`src/rtl/uart_tx_frame_ctrl_if.sv`:
```
`default_nettype none
// ============================================================================
//  Module      : uart_tx_frame_ctrl_if
//  Description : Handshake / status bundle between a word producer (master)
//                and the UART transmit frame sequencer (slave).
//                  tx_data  : word to send, sampled only on accept
//                  tx_valid : tx_data valid
//                  tx_ready : sequencer idle, can accept a word
//                  tx       : serial line, idle high
//                  tx_busy  : frame in progress
//                  tx_done  : one-cycle pulse after the final stop bit
//  Revision    : 1.0  initial release
// ============================================================================
interface uart_tx_frame_ctrl_if #(
    parameter int DATA_WIDTH = 8
);
    logic [DATA_WIDTH-1:0] tx_data;
    logic                  tx_valid;
    logic                  tx_ready;
    logic                  tx;
    logic                  tx_busy;
    logic                  tx_done;

    modport master (
        output tx_data,
        output tx_valid,
        input  tx_ready,
        input  tx,
        input  tx_busy,
        input  tx_done
    );

    modport slave (
        input  tx_data,
        input  tx_valid,
        output tx_ready,
        output tx,
        output tx_busy,
        output tx_done
    );
endinterface
`default_nettype wire

```
`src/rtl/uart_tx_frame_ctrl.sv`:
```
`default_nettype none
// ============================================================================
//  Module      : uart_parity
//  Description : Combinational parity bit generator for one data word.
//                  i_data   : word to protect
//                  o_parity : "even" -> XOR of data, "odd" -> inverted XOR,
//                             "mark" -> 1, anything else -> 0
//  Revision    : 1.0  initial release
// ============================================================================
module uart_parity #(
    parameter int DATA_WIDTH  = 8,
    parameter     PARITY_TYPE = "none"
) (
    input  wire logic [DATA_WIDTH-1:0] i_data,
    output logic                       o_parity
);
    always_comb begin
        if (PARITY_TYPE == "even")
            o_parity = ^i_data;
        else if (PARITY_TYPE == "odd")
            o_parity = ~(^i_data);
        else if (PARITY_TYPE == "mark")
            o_parity = 1'b1;
        else
            o_parity = 1'b0;
    end
endmodule

// ============================================================================
//  Module      : uart_tx_frame_ctrl
//  Description : UART transmit frame sequencer. Accepts one word per
//                valid/ready handshake and shifts it out LSB first as
//                start, data, optional parity and stop bit(s).
//                  clk  : system clock, rising edge
//                  rst  : asynchronous active-high reset
//                  bus  : slave side of uart_tx_frame_ctrl_if
//                         (tx_data/tx_valid in; tx_ready/tx/tx_busy/tx_done out)
//  Revision    : 1.0  initial release
// ============================================================================
module uart_tx_frame_ctrl #(
    parameter int CLKS_PER_BIT = 868,
    parameter int DATA_WIDTH   = 8,
    parameter     PARITY_TYPE  = "none",
    parameter int STOP_BITS    = 1
) (
    input  wire logic             clk,
    input  wire logic             rst,
    uart_tx_frame_ctrl_if.slave   bus
);
    // ------------------------------------------------------------------
    // Constants
    // ------------------------------------------------------------------
    localparam int c_TMR_W = (CLKS_PER_BIT > 2) ? $clog2(CLKS_PER_BIT) : 1;
    // The bit index serves both the data bits and the stop-bit count.
    localparam int c_IDX_W = (DATA_WIDTH > 2) ? $clog2(DATA_WIDTH) : 1;

    localparam logic [c_TMR_W-1:0] c_TMR_LAST  = c_TMR_W'(CLKS_PER_BIT - 1);
    localparam logic [c_IDX_W-1:0] c_DATA_LAST = c_IDX_W'(DATA_WIDTH - 1);
    localparam logic [c_IDX_W-1:0] c_STOP_LAST = c_IDX_W'(STOP_BITS - 1);

    // Unrecognised parity strings fall back to no parity slot at all.
    localparam bit c_PAR_EN = (PARITY_TYPE == "even") || (PARITY_TYPE == "odd") ||
                              (PARITY_TYPE == "mark") || (PARITY_TYPE == "space");

    localparam logic [2:0] c_IDLE   = 3'd0;
    localparam logic [2:0] c_START  = 3'd1;
    localparam logic [2:0] c_DATA   = 3'd2;
    localparam logic [2:0] c_PARITY = 3'd3;
    localparam logic [2:0] c_STOP   = 3'd4;

    // ------------------------------------------------------------------
    // Signals
    // ------------------------------------------------------------------
    logic [2:0]            r_state;
    logic [2:0]            w_state_next;
    logic [c_TMR_W-1:0]    r_timer;
    logic [c_IDX_W-1:0]    r_idx;
    logic [c_IDX_W-1:0]    w_idx_next;
    logic [DATA_WIDTH-1:0] r_data;
    logic                  r_tx;
    logic                  r_done;
    logic                  w_tx_next;
    logic                  w_done_next;
    logic                  w_ready;
    logic                  w_accept;
    logic                  w_bit_end;
    logic                  w_parity;

    assign w_bit_end = (r_timer == c_TMR_LAST);
    assign w_accept  = bus.tx_valid && w_ready;

    // Parity always looks at the latched word, so tx_data may change freely
    // once a frame is in flight.
    uart_parity #(
        .DATA_WIDTH  (DATA_WIDTH),
        .PARITY_TYPE (PARITY_TYPE)
    ) u_parity (
        .i_data   (r_data),
        .o_parity (w_parity)
    );

    // ------------------------------------------------------------------
    // FSM: state register
    // ------------------------------------------------------------------
    always_ff @(posedge clk or posedge rst) begin
        if (rst)
            r_state <= c_IDLE;
        else
            r_state <= w_state_next;
    end

    // ------------------------------------------------------------------
    // FSM: next-state and next bit index
    // ------------------------------------------------------------------
    always_comb begin
        w_state_next = r_state;
        case (r_state)
            c_IDLE: begin
                if (bus.tx_valid)
                    w_state_next = c_START;
            end
            c_START: begin
                if (w_bit_end)
                    w_state_next = c_DATA;
            end
            c_DATA: begin
                if (w_bit_end && (r_idx == c_DATA_LAST))
                    w_state_next = c_PAR_EN ? c_PARITY : c_STOP;
            end
            c_PARITY: begin
                if (w_bit_end)
                    w_state_next = c_STOP;
            end
            c_STOP: begin
                if (w_bit_end && (r_idx == c_STOP_LAST))
                    w_state_next = c_IDLE;
            end
            default: w_state_next = c_IDLE;
        endcase

        // Index restarts on every state change and steps once per bit.
        w_idx_next = r_idx;
        if (w_state_next != r_state)
            w_idx_next = '0;
        else if (w_bit_end)
            w_idx_next = r_idx + c_IDX_W'(1);
    end

    // ------------------------------------------------------------------
    // FSM: outputs. The line value is computed for the upcoming state so
    // that the registered tx changes on the same edge as the state.
    // ------------------------------------------------------------------
    always_comb begin
        w_ready     = (r_state == c_IDLE);
        w_done_next = (r_state == c_STOP) && (w_state_next == c_IDLE);
        w_tx_next   = 1'b1;
        case (w_state_next)
            c_START:  w_tx_next = 1'b0;
            c_DATA:   w_tx_next = r_data[w_idx_next];
            c_PARITY: w_tx_next = w_parity;
            default:  w_tx_next = 1'b1;
        endcase
    end

    // ------------------------------------------------------------------
    // Datapath registers
    // ------------------------------------------------------------------
    always_ff @(posedge clk or posedge rst) begin
        if (rst) begin
            r_timer <= '0;
            r_idx   <= '0;
            r_data  <= '0;
            r_tx    <= 1'b1;
            r_done  <= 1'b0;
        end else begin
            if ((r_state == c_IDLE) || w_bit_end)
                r_timer <= '0;
            else
                r_timer <= r_timer + c_TMR_W'(1);
            r_idx  <= w_idx_next;
            r_tx   <= w_tx_next;
            r_done <= w_done_next;
            if (w_accept)
                r_data <= bus.tx_data;
        end
    end

    assign bus.tx_ready = w_ready;
    assign bus.tx_busy  = ~w_ready;
    assign bus.tx       = r_tx;
    assign bus.tx_done  = r_done;
endmodule
`default_nettype wire

```
`src/flat_wrapper.sv`:
```
// flat-port wrapper written by rule: the top's interface ports become plain ports
module uart_tx_frame_ctrl_flat 
#(
    parameter int CLKS_PER_BIT = 868,
    parameter int DATA_WIDTH   = 8,
    parameter     PARITY_TYPE  = "    ",
    parameter int STOP_BITS    = 1
)
  (clk, rst, bus_tx_data, bus_tx_valid, bus_tx_ready, bus_tx, bus_tx_busy, bus_tx_done);
  uart_tx_frame_ctrl_if #(.DATA_WIDTH(DATA_WIDTH)) bus_i ();
  input  wire logic clk;
  input  wire logic rst;
  input wire logic [$bits(bus_i.tx_data)-1:0] bus_tx_data;
  input wire logic [$bits(bus_i.tx_valid)-1:0] bus_tx_valid;
  output wire logic [$bits(bus_i.tx_ready)-1:0] bus_tx_ready;
  output wire logic [$bits(bus_i.tx)-1:0] bus_tx;
  output wire logic [$bits(bus_i.tx_busy)-1:0] bus_tx_busy;
  output wire logic [$bits(bus_i.tx_done)-1:0] bus_tx_done;
  assign bus_i.tx_data = bus_tx_data;
  assign bus_i.tx_valid = bus_tx_valid;
  assign bus_tx_ready = bus_i.tx_ready;
  assign bus_tx = bus_i.tx;
  assign bus_tx_busy = bus_i.tx_busy;
  assign bus_tx_done = bus_i.tx_done;
  uart_tx_frame_ctrl #(.CLKS_PER_BIT(CLKS_PER_BIT), .DATA_WIDTH(DATA_WIDTH), .PARITY_TYPE(PARITY_TYPE), .STOP_BITS(STOP_BITS)) u_core (.clk(clk), .rst(rst), .bus(bus_i));
endmodule
```
`config.mk`:
```
export PLATFORM = sky130hd
export DESIGN_NAME = uart_tx_frame_ctrl_flat
export DESIGN_NICKNAME = d
export VERILOG_FILES = /design/src/rtl/uart_tx_frame_ctrl_if.sv /design/src/rtl/uart_tx_frame_ctrl.sv /design/src/flat_wrapper.sv
export SDC_FILE = /design/constraint.sdc
export NUM_CORES = 1
export LEC_CHECK = 0
export CORE_AREA = 2 2 70 72
export CTS_CLUSTER_DIAMETER = 40
export DETAILED_ROUTE_END_ITERATION = 10
export DIE_AREA = 0 0 72 74
export GPL_TIMING_DRIVEN = 0
export PLACE_DENSITY_LB_ADDON = 0.3
export SLEW_MARGIN = 20
export SYNTH_ARGS = -nofsm -noshare
export SYNTH_HDL_FRONTEND = slang
export SYNTH_HIERARCHICAL = 1
export SYNTH_SLANG_ARGS = --single-unit
```
`constraint.sdc`:
```
create_clock -name clk -period 4.6 [get_ports clk]
set_clock_uncertainty 0.2 [all_clocks]
set_input_delay 0.92 -clock clk [delete_from_list [all_inputs] [get_ports clk]]
set_output_delay 0.92 -clock clk [all_outputs]
set_load 0.05 [all_outputs]
```
# After elaboration in Yosys (flattened, before gate mapping)
# Cells that the tools add are included.
[classes]
magnitude_cmp = 1
eq_ne = 10
muxes = 12
bitwise = 1
addsub = 2
div_mod_pow = 0
reduce_logical = 9
shifts = 0
n_mul = 0
[op_table]
columns = ["cell", "n"]
rows = [
  ["3-bit two-way mux", 7],
  ["3-bit one-hot mux with 5 select lines", 1],
  ["3-bit by 2-bit equality test with 1-bit output (second input constant)", 4],
  ["10-bit by 1-bit adder with 10-bit output (second input constant)", 1],
  ["10-bit equality test (second input constant)", 1],
  ["10-bit two-way mux", 1],
  ["3-bit zero test", 3],
  ["3-bit by 1-bit equality test with 1-bit output (second input constant)", 2],
  ["3-bit equality test (second input constant)", 2],
  ["1-bit logical AND", 4],
  ["3-bit by 4-bit less-than comparator with 1-bit output (second input constant)", 1],
  ["3-bit by 1-bit adder with 3-bit output (second input constant)", 1],
  ["1-bit binary-select mux with 3-bit select", 1],
  ["3-bit inequality test", 1],
  ["1-bit one-hot mux with 2 select lines", 1],
  ["2-bit OR reduction", 1],
  ["1-bit logical OR", 1],
  ["1-bit two-way mux", 1],
  ["1-bit inverter", 1],
]
[totals]
out_inout_bits = 4
input_bits = 11
latchBits = 0
wordCells = 41
mem_bits_rw = 0
n_memories = 0
romBits = 0
regBits = 26

# Logic depth before layout (Yosys ltp)
# Gate-level depths: netlist of the first run.
[logic_depth]
word_depth = 9
depth_mapped = 10
depth_no_buf = 8

# By module
# The synthesis of the first run kept the hierarchy.
[by_module_without_submodules]
columns = ["mod", "area_each_um2", "cells_per_inst", "n_inst", "seq_area_each_um2"]
rows = [
  ["uart_tx_frame_ctrl", 1411.4, 138, 1, 651.9],
  ["uart_parity", 11.3, 2, 1, 0.0],
]

# Least setup slack after synthesis of the first run
# Ideal clock, no wire load.
[synth_timing]
kind = "flip-flop to flip-flop"
from = "register u_core.r_state[0]"
to = "register u_core.r_tx (netlist: u_core/bus.tx)"
setup_ns = 0.075
path_buffers = 0
synth_period_minus_slack_ns = 2.547
setup_slack_ns = 2.053
stages_incl_launch_ff = 8
arrival_time_ns = 2.272
path_cell_list = "dfrtp_1 -> or3_1 -> inv_1 -> and2_1 -> nor2_1 -> o22ai_4 -> o31a_2 -> o211ai_2"
[synth_via]
elab_chain_cells = 7
word_cells_on_any_way = 20
cone_classes = "eq/ne (8); mux (10); reduce/logical (2)"
[synth_rtl]
columns = ["item", "line_no", "rtl"]
rows = [
  ["start: declaration", "uart_tx_frame_ctrl.sv:74", "logic [2:0] r_state;"],
  ["start signal: assignment", "uart_tx_frame_ctrl.sv:107", "r_state <= c_IDLE;"],
  ["start signal: assignment", "uart_tx_frame_ctrl.sv:109", "r_state <= w_state_next;"],
  ["3-bit zero test (*)", "n/a", ""],
  ["net bus_tx_ready", "flat_wrapper.sv:15", "output wire logic [$bits(bus_i.tx_ready)-1:0] bus_tx_ready;"],
  ["3-bit one-hot mux with 5 select lines (*)", "uart_tx_frame_ctrl.sv:117", "case (r_state)"],
  ["3-bit inequality test", "uart_tx_frame_ctrl.sv:143", "if (w_state_next != r_state)"],
  ["3-bit two-way mux", "uart_tx_frame_ctrl.sv:143", ""],
  ["1-bit binary-select mux with 3-bit select", "uart_tx_frame_ctrl.sv:159", "c_DATA: w_tx_next = r_data[w_idx_next];"],
  ["1-bit two-way mux (implied by the code)", "uart_tx_frame_ctrl.sv:159", ""],
  ["1-bit one-hot mux with 2 select lines (*)", "uart_tx_frame_ctrl.sv:157", "case (w_state_next)"],
  ["net u_core.w_tx_next", "uart_tx_frame_ctrl.sv:82", "logic w_tx_next;"],
  ["end signal: assignment", "uart_tx_frame_ctrl.sv:181", "r_tx <= w_tx_next;"],
  ["end: declaration", "uart_tx_frame_ctrl.sv:80", "logic r_tx;"],
]
# The timed path passes the listed nets; every way through them passes the cells marked *. The select of a mux whose other input is x is not followed.
# A chain may end at the register's enable or synchronous reset.

# Worst setup path in the final report of the first run
[layout_timing]
from = "register u_core.r_state[0]"
to = "output bus_tx_ready"
[layout_via]
elab_chain_cells = 1
[layout_rtl]
columns = ["item", "line_no", "rtl"]
rows = [
  ["3-bit zero test", "uart_tx_frame_ctrl.sv:154", "w_ready = (r_state == c_IDLE);"],
  ["end: declaration", "flat_wrapper.sv:15", ""],
]
# Every way passes these cells.

==> results of run 1 <==
logic make-up after synthesis:
| kind of cell | Yosys count | synth area share, % |
|---|---|---|
| AO/OA/AOI/OAI | 19 | 10.9 |
| XOR/XNOR | 8 | 4.92 |
| adder cells (fa/ha/maj) | 4 | 3.52 |
| buffers and inverters | 16 | 4.66 |
| flip-flops | 26 | 45.8 |
| multiplexers | 13 | 9.85 |
| other | 1 | 0.264 |
| AND/OR/NAND/NOR | 53 | 20.1 |
routing by layer:
layer | vias up | share of wire (%)
met2 | 23 | 51
met3 | 7 | 3.9
met1 | 528 | 43
li1 | 526 | -
met4 | 0 | 2.1
met5 | - | 0
flip-flops by register name, indices dropped and copies added, names as in the netlist:
name / cells
u_core/r_timer: 10
u_core/r_data: 8
u_core/r_idx: 3
u_core/r_state: 3
u_core/bus.tx: 1
u_core/bus.tx_done: 1
per-stage QoR:
step                worst slack [ns]  util, %  std cells
finish                          1.42     36.7        212
global route                    1.33     36.7        212
CTS                             1.41     36.7        212
detailed placement              1.73     35.5        208
global placement                1.74     35.5        208
floorplan                       2.05        -        140
critical path, delay by kind of cell (launching register included):
kind	cells	cell delay, ns
buffers and inverters	2	0.91
DFF	1	0.46
and+or+nand+nor	1	0.42
synthesized netlist by cell type (all sizes together), types with 2 or more instances:
cell and count:
nor2 16, buf 4, nand2 10, o21ai 3
nor3 5, a2111oi 2, a31o 2, xnor2 4
nand3 5, or4 2, inv 10, clkbuf 2
and3 3, a21oi 3, o31ai 2, xor2 4
dfrtp 25, mux2i 5, mux2 8, or3 3
o31a 2, nor4 4, ha 4, nand4 2
power groups by stage:
stage | Sequential [uW] | Clock (uW) | Combinational (uW)
5_1_grt | 333 | 168 | 157
4_1_cts | 325 | 158 | 144
2_1_floorplan | 321 | 0 | 109
3_3_place_gp | 328 | 0 | 138
3_5_place_dp | 330 | 0 | 142
6_report | 324 | 150 | 140
area by class of cell:
| class | instances | area [sq um] |
|---|---|---|
| Buffer | 6 | 28.8 |
| Clock buffer | 4 | 55.1 |
| Tap cell | 54 | 67.6 |
| Sequential cell | 26 | 652 |
| Multi-Input combinational cell | 98 | 704 |
| Timing Repair Buffer | 14 | 140 |
| Inverter | 10 | 37.5 |
| Fill cell | 460 | 2910 |
how the worst max path moves through the flow:
stage	cells after the start	slack [ns]	to	from
2_1_floorplan	7	2.05	u_core/bus.tx	u_core/r_state[0]
3_3_place_gp	3	1.74	bus_tx_ready	u_core/r_state[0]
3_5_place_dp	3	1.73	bus_tx_ready	u_core/r_state[0]
4_1_cts	3	1.41	bus_tx_ready	u_core/r_state[0]
5_1_grt	3	1.33	bus_tx_ready	u_core/r_state[0]
6_report	3	1.42	bus_tx_ready	u_core/r_state[0]
==> qor.yml, run 1 <==
cts_tree: "yes"
path_cells: "or3_1 -> inv_1 -> clkdlybuf4s50_1"
via_per_inst: 5.11
avgSynthCellArea_sq_um: 10.2
area_delta_synth_final_pct: 18.5
status: "finished clean"
max_stage_delay_ns: 0.80
met2_usage_pct: 20.7
ys_warn_count: 6
ios: 15
fmax_mhz: 314
grt_use_met3_pct: 3.52
r2r_cells: 7
slew_headroom_pct: 62.1
grt_max_degree: 27
clockPowerShare_pct: 24.4
pwr-share-seq_pct: 52.8
min_period_over_period_pct: 69.2
grt_pass1_wl_um: 4660
finalNetCount: 174
via_count: 1084
synth-main-ff-cell: "dfrtp_1"
p_total_uw: 615
setup_viol: 0
async_flop_share_pct: 100
drive_above_1_share_pct: 17.1
grt_overflow: 0
synthCells: 140
post-cts-setup-buffers: 0
internal-power_uw: 432
firstDrtPassIters: 4
ys_types: 41
cts_made_buffers: 3
whs_ns: 0.286
p_sw_uw: 183
core_region_area_sq_mm: 0.00460
drt_iter0_markers: 70
placed_area_sq_mm: 0.00163
rr_endpoint: "u_core/bus.tx"
ctsHoldBuffers: 0
tightest_slew_ns: 0.564
grt_pass1_vias: 1082
rows: 25
dp_hpwl_um: 2070
worstHoldPathType: "reg2reg"
yosys-top-cells-area: "dfrtp_1 44%, mux2_2 6.3%, nor2_1 4.2%"
syn-num-nets: 155
tns_ns: 0
power.static_leakage_uw: 0.000692
path_clk_slew_ns: 0.09
drc: 0
fp.dieW_um: 72
yosysTopAreaCell: "dfrtp_1"
cp_slowest_cell: "clkdlybuf4s50_1"
vdd_ir_drop_max_uv: 189
cp_data_required_time_ns: 3.48
synth_seq_cells: 26
critPathKind: "reg2out"
ctsResizeCount: 0
hold_start: "u_core/r_timer[0]"
numClockSinks: 26
holdPathStages: 1
rsz0062_at_grt: "no"
io_buffers: 14
power_density_mw_per_mm2: 365
gr-usage-met1_pct: 12.3
cap_violations: 0
drv_slew: 0
hold_viol_final: 0
start_util_pct: 30.9
antenna_found_initial: 0
post-route-min-period_ns: 3.18
die_area_sq_mm: 0.00533
holdPathEnd: "u_core/r_timer[0]"
synth_top_area_share_pct: 44.0
antenna_cells: 0
clock_latency_ns: 0.28
ant_nets: 0
grtUsageTotal_pct: 11.5
layout_common_cells: "25 x dfrtp_1, 16 x nor2_1, 14 x clkdlybuf4s50_1, 10 x nand2_1, 9 x inv_1"
cp.arrival_ns: 2.06
startpoint_type: "flip-flop"
switching_share_pct: 29.8
h-tree-depth: 1
seq_area_frac_synth_pct: 45.8
grt-busiest-layer: "met2"
p_comb_share_pct: 22.8
synth_edf_count: 0
die_h_um: 74
synth_area_sq_mm: 0.00142
gp_congestion: 0.801
cts_buffer_depth: 2
path_max_fanout: 8
layout_commonest_cell: "dfrtp_1"
reg2reg_from: "u_core/r_timer[0]"
ff2ff_setup_slack_ns: 1.99
stdcell_area_sq_mm: 0.00169
wirelength_um: 2740
root_buffer: "clkbuf_8"
end_kind: "primary output"
wl_per_cell_um: 12.9
(Power assumes the default switching activity.)
==> inputs of run 2 (changes only) <==
- clock period: 4.6 -> 2.8 ns (I/O delays scaled with it)
==> run 2 against run 1 <==
Net effect:
- global-route usage is the same
- critical path depth decreased by 1
- power increased by 64%
- die area unchanged
- sequential share of layout area about the same
- via count unchanged
- worst setup slack got worse by 1.3 ns
- clock power is 65% higher
- critical path type unchanged
- largest power group unchanged
==> qor.yml, run 2 (synthesis gave the netlist of run 1 again) <==
path_max_fanout: 8  # unchanged
switching_share_pct: 29.8  # about the same
power.static_leakage_uw: 0.000696  # +0.57%
r2r_cells: 7  # unchanged
fin_ws_ns: 0.154  # -1.26 ns
finalNetCount: 174  # unchanged
slew_headroom_pct: 62.1  # about the same
antenna_found_initial: 0  # unchanged
core_region_area_sq_mm: 0.00460  # unchanged
regMostFlops: "u_core/r_timer"
layout.cells.non_filler: 212  # unchanged
via_count: 1084  # unchanged
rr_endpoint: "u_core/bus.tx"
worstHoldPathType: "reg2reg"
fp.dieW_um: 72  # unchanged
rows: 25  # unchanged
rsz0062_at_grt: "no"
p_sw_uw: 301  # +64%
via_per_inst: 5.11  # unchanged
path_cells: "or3_1 -> clkdlybuf4s50_1"
post-cts-setup-buffers: 0  # unchanged
firstDrtPassIters: 4  # unchanged
grt_overflow: 0  # unchanged
grtUsageTotal_pct: 11.5  # unchanged
drive_above_1_share_pct: 17.1  # unchanged
ant_nets: 0  # unchanged
status: "finished clean"
min_period_over_period_pct: 94.5
place_ws_ns: 0.206  # -1.52 ns
placed_area_sq_mm: 0.00163  # unchanged
antenna_cells: 0  # unchanged
power_density_mw_per_mm2: 599  # +64%
ios: 15  # unchanged
end_kind: "primary output"
cts_tree: "yes"
vdd_ir_drop_max_uv: 311  # +64%
grt_pass1_wl_um: 4660  # unchanged
root_buffer: "clkbuf_8"
clock_latency_ns: 0.28  # about the same
whs_ns: 0.286  # -0.00000100 ns
stdcell_area_sq_mm: 0.00168  # about the same
h-tree-depth: 1  # unchanged
cp.arrival_ns: 1.89  # -0.17 ns
ctsResizeCount: 1  # +1
ctsHoldBuffers: 0  # unchanged
layout_commonest_cell: "dfrtp_1"
io_buffers: 14  # unchanged
p_comb_share_pct: 22.8  # about the same
cts_buffer_depth: 2  # unchanged
cp.depth: 2  # -1
drt_iter0_markers: 70  # unchanged
ff2ff_setup_slack_ns: 0.19  # -1.80 ns
cp_slowest_cell: "clkdlybuf4s50_1"
pwr-share-seq_pct: 52.8  # about the same
clockPowerShare_pct: 24.4  # about the same
grt_max_degree: 27  # unchanged
start_util_pct: 30.9  # unchanged
tns_ns: 0  # unchanged
tightest_slew_ns: 0.564  # +0.0000597 ns
gp_congestion: 0.801  # unchanged
cts_made_buffers: 3  # unchanged
dp_hpwl_um: 2070  # unchanged
wirelength_um: 2740  # about the same
max_stage_delay_ns: 0.73  # -0.07 ns
grt_pass1_vias: 1082  # unchanged
path_clk_slew_ns: 0.09  # about the same
critPathBufInv: 1  # -1
endpoint: "bus_tx_busy"
fmax_mhz: 378
reg2reg_from: "u_core/r_timer[0]"
cp_top_family: "buffers and inverters"
setup_viol: 0  # unchanged
startpoint_type: "flip-flop"
post-route-min-period_ns: 2.65
die_area_sq_mm: 0.00533  # unchanged
cap_violations: 0  # unchanged
cp_data_required_time_ns: 2.04  # -1.44 ns
largest_register_ffs: 10  # unchanged
crit_path_start: "u_core/r_state[0]"
layout_common_cells: "25 x dfrtp_1, 16 x nor2_1, 13 x clkdlybuf4s50_1, 10 x nand2_1, 9 x inv_1"
critPathKind: "reg2out"
hold_viol_final: 0  # unchanged
drv_slew: 0  # unchanged
reg.largest.list: "u_core/r_timer: 10 flops, u_core/r_data: 8 flops"
numClockSinks: 26  # unchanged
drc: 0  # unchanged
dp_cells: 208  # unchanged
area_delta_synth_final_pct: 18.4  # about the same
die_h_um: 74  # unchanged
internal-power_uw: 708  # +64%
fill_cells: 461  # +0.22%
wl_per_cell_um: 12.9  # about the same
[run 2: changes by cell type in the layout (fill, tap and decap cells not counted), sizes merged]
cell,delta
clkdlybuf4s50,-1
dlygate4sd2,+1
[run 2: power by group through the flow]
stage | Clock, uW | Sequential, uW | Combinational (uW)
2_1_floorplan | 0 | 527 | 179
3_3_place_gp | 0 | 539 | 226
3_5_place_dp | 0 | 543 | 234
4_1_cts | 260 | 534 | 236
5_1_grt | 276 | 548 | 257
6_report | 247 | 533 | 230
[run 2: worst reg2reg max path: cells and delay by family (launching register included)]
kind | cells | cell delay, ns
simple gates | 2 | 0.87
fa+ha+maj | 1 | 0.21
compound gates | 4 | 0.87
flops | 1 | 0.39
[run 2: metrics by stage]
step / util [%] / power, uW
final: 36.6 / 1010
after global routing: 36.6 / 1080
after CTS: 36.6 / 1030
after detailed placement: 35.5 / 777
after global placement: 35.5 / 765
after floorplan: - / 706
[run 2: final cells by class]
type	count	area, sq um	share of cell area, %
buffer	6	28.8	1.71
clock buffer	4	55.1	3.27
tap	54	67.6	4.01
sequential	26	652	38.7
inverter	10	37.5	2.23
timing repair buffer	14	139	8.25
multi-input combinational	98	704	41.8
[run 2: metal layers]
metal	up-vias	global-route usage (%)	share of wire [%]
li1	526	-	-
met1	528	12.3	43
met5	-	0	0
met4	0	5.66	2.1
met2	23	20.7	51
met3	7	3.52	3.9
[run 2: worst min-delay path by stage]
stage / from / to / slack, ns / depth (start not counted)
final: u_core/r_timer[0] / u_core/r_timer[0] / 0.29 / 1
after global routing: u_core/r_timer[0] / u_core/r_timer[0] / 0.33 / 1
after CTS: u_core/r_timer[0] / u_core/r_timer[0] / 0.29 / 1
after detailed placement: u_core/r_timer[0] / u_core/r_timer[0] / 0.28 / 1
after global placement: u_core/r_timer[0] / u_core/r_timer[0] / 0.28 / 1
after floorplan: u_core/r_timer[0] / u_core/r_timer[0] / 0.26 / 1
